**config.mk**
```make
export PLATFORM = sky130hd
export DESIGN_NAME = mem_arbiter
export DESIGN_NICKNAME = d
export VERILOG_FILES = /design/src/rtl/mem_arbiter_pkg.sv /design/src/rtl/mem_arbiter.sv
export SDC_FILE = /design/constraint.sdc
export NUM_CORES = 1
export LEC_CHECK = 0
export ABC_AREA = 1
export BUFFER_PORTS_ARGS = -buffer_cell sky130_fd_sc_hd__buf_2
export CORE_AREA = 8 8 109 111
export DETAILED_ROUTE_END_ITERATION = 6
export DIE_AREA = 0 0 117 119
export PLACE_DENSITY = 0.59
export SLEW_MARGIN = 20
export SYNTH_ARGS = -nofsm -noshare
export SYNTH_HDL_FRONTEND = slang
export SYNTH_SLANG_ARGS = --single-unit
```
**constraint.sdc**
```tcl
create_clock -name clk -period 1.6 [get_ports clk]
set_input_delay 0.08 -clock clk [delete_from_list [all_inputs] [get_ports clk]]
set_output_delay 0.08 -clock clk [all_outputs]
set_load 0.03 [all_outputs]
```
**src/rtl/mem_arbiter_pkg.sv**
```systemverilog
// Shared definitions for the two-port memory arbiter: FSM encoding, owner
// codes, port identifiers and the default burst limit.
package mem_arbiter_pkg;

  // State values double as the debug owner code.
  typedef enum logic [1:0] {
    IDLE = 2'b00,
    OWN0 = 2'b01,
    OWN1 = 2'b10
  } state_e;

  typedef enum logic {
    PORT0 = 1'b0,
    PORT1 = 1'b1
  } port_e;

  localparam logic [1:0] OWNER_NONE = 2'b00;
  localparam logic [1:0] OWNER_P0   = 2'b01;
  localparam logic [1:0] OWNER_P1   = 2'b10;

  localparam int unsigned DEFAULT_MAX_BEATS = 8;

  function automatic logic [1:0] owner_code(input state_e s);
    case (s)
      OWN0:    return OWNER_P0;
      OWN1:    return OWNER_P1;
      default: return OWNER_NONE;
    endcase
  endfunction

endpackage

```
**src/rtl/mem_arbiter.sv**
```systemverilog
// Two-port round-robin arbiter sharing one single-cycle memory between the
// instruction cache (port 0) and the data cache (port 1).
module mem_arbiter
  import mem_arbiter_pkg::*;
#(
  parameter int unsigned MAX_BEATS = DEFAULT_MAX_BEATS,
  parameter int unsigned ADDR_W    = 32,
  parameter int unsigned DATA_W    = 32
) (
  input  logic              clk,
  input  logic              rst,
  input  logic              p0_ce,
  input  logic              p0_rw,
  input  logic [ADDR_W-1:0] p0_addr,
  input  logic [DATA_W-1:0] p0_wdata,
  output logic [DATA_W-1:0] p0_rdata,
  output logic              p0_hold,
  input  logic              p1_ce,
  input  logic              p1_rw,
  input  logic [ADDR_W-1:0] p1_addr,
  input  logic [DATA_W-1:0] p1_wdata,
  output logic [DATA_W-1:0] p1_rdata,
  output logic              p1_hold,
  output logic              mem_ce,
  output logic              mem_rw,
  output logic [ADDR_W-1:0] mem_addr,
  output logic [DATA_W-1:0] mem_wdata,
  input  logic [DATA_W-1:0] mem_rdata,
  output logic [1:0]        owner
);

  localparam int unsigned       BEAT_W    = (MAX_BEATS > 1) ? $clog2(MAX_BEATS) : 1;
  localparam logic [BEAT_W-1:0] BEAT_LAST = BEAT_W'(MAX_BEATS - 1);

  state_e            state_q, state_d;
  port_e             last_q, last_d;
  logic [BEAT_W-1:0] beat_q, beat_d;
  logic              own_ce;

  always_ff @(posedge clk or negedge rst) begin
    if (!rst) begin
      state_q <= IDLE;
      last_q  <= PORT1;
      beat_q  <= '0;
    end else begin
      state_q <= state_d;
      last_q  <= last_d;
      beat_q  <= beat_d;
    end
  end

  // Owner keeps the bus while its ce is high, unless the other side has
  // waited through a full MAX_BEATS tenure.
  always_comb begin
    state_d = state_q;
    case (state_q)
      IDLE: begin
        if (p0_ce && p1_ce)  state_d = (last_q == PORT1) ? OWN0 : OWN1;
        else if (p0_ce)      state_d = OWN0;
        else if (p1_ce)      state_d = OWN1;
      end
      OWN0: begin
        if (!p0_ce)                            state_d = p1_ce ? OWN1 : IDLE;
        else if (p1_ce && beat_q == BEAT_LAST) state_d = OWN1;
      end
      OWN1: begin
        if (!p1_ce)                            state_d = p0_ce ? OWN0 : IDLE;
        else if (p0_ce && beat_q == BEAT_LAST) state_d = OWN0;
      end
      default: state_d = IDLE;
    endcase
  end

  assign own_ce = ((state_q == OWN0) && p0_ce) || ((state_q == OWN1) && p1_ce);

  always_comb begin
    beat_d = beat_q;
    last_d = last_q;
    if (state_d != state_q) begin
      beat_d = '0;
      if (state_d == OWN0)      last_d = PORT0;
      else if (state_d == OWN1) last_d = PORT1;
    end else if (own_ce && (beat_q != BEAT_LAST)) begin
      beat_d = beat_q + BEAT_W'(1);
    end
  end

  always_comb begin
    mem_ce    = 1'b0;
    mem_rw    = 1'b1;
    mem_addr  = '0;
    mem_wdata = '0;
    case (state_q)
      OWN0: begin
        mem_ce    = p0_ce;
        mem_rw    = p0_rw;
        mem_addr  = p0_addr;
        mem_wdata = p0_wdata;
      end
      OWN1: begin
        mem_ce    = p1_ce;
        mem_rw    = p1_rw;
        mem_addr  = p1_addr;
        mem_wdata = p1_wdata;
      end
      default: ;
    endcase
  end

  assign p0_hold  = p0_ce && (state_q != OWN0);
  assign p1_hold  = p1_ce && (state_q != OWN1);
  assign p0_rdata = ((state_q == OWN0) && p0_ce && p0_rw) ? mem_rdata : '0;
  assign p1_rdata = ((state_q == OWN1) && p1_ce && p1_rw) ? mem_rdata : '0;
  assign owner    = owner_code(state_q);

endmodule

```
==> flow_summary.ini <==
[status]
status = finished with violations
violations = negative setup slack

[detailed_routing]
vias = 4032
drc = 0
drtIter0Drc = 189
final_antenna_net_count = 0
wire_per_inst_um = 19.1
dr.pass1.iters = 4
finalWirelength_um = 16600
via_per_inst = 4.64

[floorplanning]
core_um2 = 10100
die_height_um = 119
die-area_um2 = 13900
dieWidth_um = 117
initial_utilization = 0.180
pin_count = 300
std_cell_rows = 37

[synthesis]
ys_ff_latch = 6
syn_area_um2 = 1820
synth_fp_nets = 567
synthCells = 393
yosysWarnings = 0
seq_area_frac_synth = 0.0834
syn_area_per_cell_um2 = 4.62
async_reset_ff_frac = 1.00
ys_types = 18
synthTopCellsByArea = nand2_1 (31%), a21oi_1 (19%), nor2_1 (14%), inv_1 (8.7%), dfrtp_1 (6.9%)
synth_top_area_share = 0.312
synthFlopType = dfrtp_1
synth_area_leader_cell = nand2_1
yosysMostFrequentCell = nand2_1
synth_edf_count = 0
yosys-top-cells-count = nand2_1 (151), nor2_1 (69), a21oi_1 (68)

[global_route]
grt_pass1_wl_um = 22300
grt_max_degree = 33
first_global_vias = 4274
overflow = 0
track_usage = 0.200
antenna_found_initial = 3

[layout]
ff_latch_area_um2 = 154
layout.nets = 905
multi_input_area_um2 = 2660
area_delta_synth_final_pct = 255
utilization = 0.638
finalInstanceArea_um2 = 6440
final_cell_count_no_fill = 869
fillers = 760
layout-drive-gt1-share = 0.755

[power_and_ir_drop]
finalPower_mw = 10.9
cellLeakagePower_nw = 2.90
peakVddDrop_uv = 946
pwr_density_cell_nw_per_um2 = 1690

[placement]
portBuffers = 299
gp_congestion = 0.822
placed_cells = 827
dpl-instance-area_um2 = 4480
place_hpwl_um = 10600

[clock_tree]
cts-root-buf = clkbuf_8
cts_buffers = 3
clkLatencyLatePin_ps = 220
cts_max_path_buffers = 2
htreeDepth = 1
tritoncts = yes
cts.reportedPaths.clkPinSlew_ps = 40
cts.sinks = 6

[timing]
hold_viol = 0
fin_worst_skew_ps = 2.48
rsz0062_at_grt = yes
maxSlewHeadroom = 0.848
drv_slew = 0
period_needed_ps = 1800
setup-violations-final = 133
tightestPinTransition_ps = 227
fin_ws_ps = -201
finalSetupTns_ps = -15730
min_period_over_period = 1.13
max_freq_mhz = 555

[critical_path]
critical_path_class = register to primary output
worstPathCellList = buf_6 > ha_4 > nand2_4 > clkinv_4 > buf_6 > nand2_8 > buf_16 > nor2_4 > buf_6
critPathSlowestCell = dfrtp_2
worstPathRequired_ps = 1520
critPathMaxStageDelay_ps = 430
cp_data_arrival_time_ps = 1720
endpoint_kind = primary output
worst_setup_path_start_kind = register
critPathMostFrequentCell = buf_6
crit_fanout = 8

[run]
maxCapViolCount = 0

[worst_hold_path]
min_path_type = input port to asynchronous set/reset pin
-- timing repair --
item	4_1_cts	5_1_grt
setup buffers	18	2
hold buffers	1	0
resized for setup	306	90
pin swaps	7	15
hold endpoints to repair	6	0
setup endpoints to repair	135	135
gates cloned	11	4
-- cells by family after synthesis --
| group | Yosys count | share of synthesized area |
|---|---|---|
| flops | 6 | 0.0834 |
| xor+xnor | 1 | 0.00483 |
| compound gates | 71 | 0.200 |
| simple gates | 235 | 0.501 |
| buf+inv | 72 | 0.156 |
| fa+ha+maj | 8 | 0.0551 |
-- worst paths after layout --
| path | to | startpoint | depth (start not counted) | slack (ps) |
|---|---|---|---|---|
| max | p0_rdata[6] | state_q[0] | 9 | -200 |
| min | beat_q[1] | rst | 2 | 210 |
| max reg2reg | last_q | beat_q[0] | 13 | -130 |
| min reg2reg | last_q | last_q | 2 | 470 |
| max in group asynchronous | last_q | rst | 2 | 1160 |
| min in group clk | last_q | last_q | 2 | 470 |
-- layer usage --
metal | share of wire | vias up | wire length, um | track usage
met4 | 0.038 | 0 | 626 | 0.0681
li1 | - | 1891 | - | -
met1 | 0.35 | 1891 | 5760 | 0.202
met3 | 0.073 | 45 | 1220 | 0.0404
met2 | 0.54 | 205 | 8960 | 0.390
met5 | 0 | - | 0 | 0
-- layout make-up --
class,instances,area share
Inverter,45,0.0290
Antenna cell,3,0.00117
Clock buffer,4,0.00700
Multi-Input combinational cell,315,0.413
Sequential cell,6,0.0239
Tap cell,136,0.0264
Timing Repair Buffer,360,0.500
-- per-stage QoR --
stage | hold WS [ps] | setup slack [ps]
after global routing | 226 | -242
after detailed placement | -91.0 | -153
final | 214 | -201
after global placement | -93.3 | -112
after CTS | 226 | -149
after floorplan | -216 | -33.0
-- sequential cells by signal, indices dropped and copies added (netlist names) --
register and count:
state_q 2, last_q 1, beat_q 3
-- critical path: cells and delay by family (launching register included) --
kind,cells,cell delay (ps)
fa+ha+maj,1,180
buf+inv,5,640
flops,1,430
simple gates,3,240
-- report_power, final --
part           internal (mW)  total (mW)  switching (mW)
registers              0.221       0.280          0.0588
clock network          0.171       0.238          0.0663
logic                   4.65        10.3            5.70
total                   5.04        10.9            5.82
-- cells in the final DEF, fill, tap and decap left out --
cell             n
nor2_2           6
a221o_1          1
nand3_2          7
nand2_8          2
buf_8            3
dfstp_2          1
buf_4           26
xor2_1           1
nand2_4          7
ha_2             1
dfrtp_1          3
buf_2          171
buf_12          10
inv_1           36
o21bai_2         1
dfrtp_2          2
buf_16          12
a21oi_1          1
inv_6            1
nor2_1           5
o21ai_1          1
clkbuf_8         3
a21oi_4         44
inv_4            3
clkbuf_4         1
dlygate4sd3_1    1
nand3_1          5
clkinv_4         1
nand2_1        123
clkbuf_1         1
nor2_4          58
ha_4             6
ha_1             1
inv_2            4
nand2_2         22
diode_2          3
buf_6          133
clkbuf_16        3
a21oi_2         23
(Power assumes the default switching activity.)
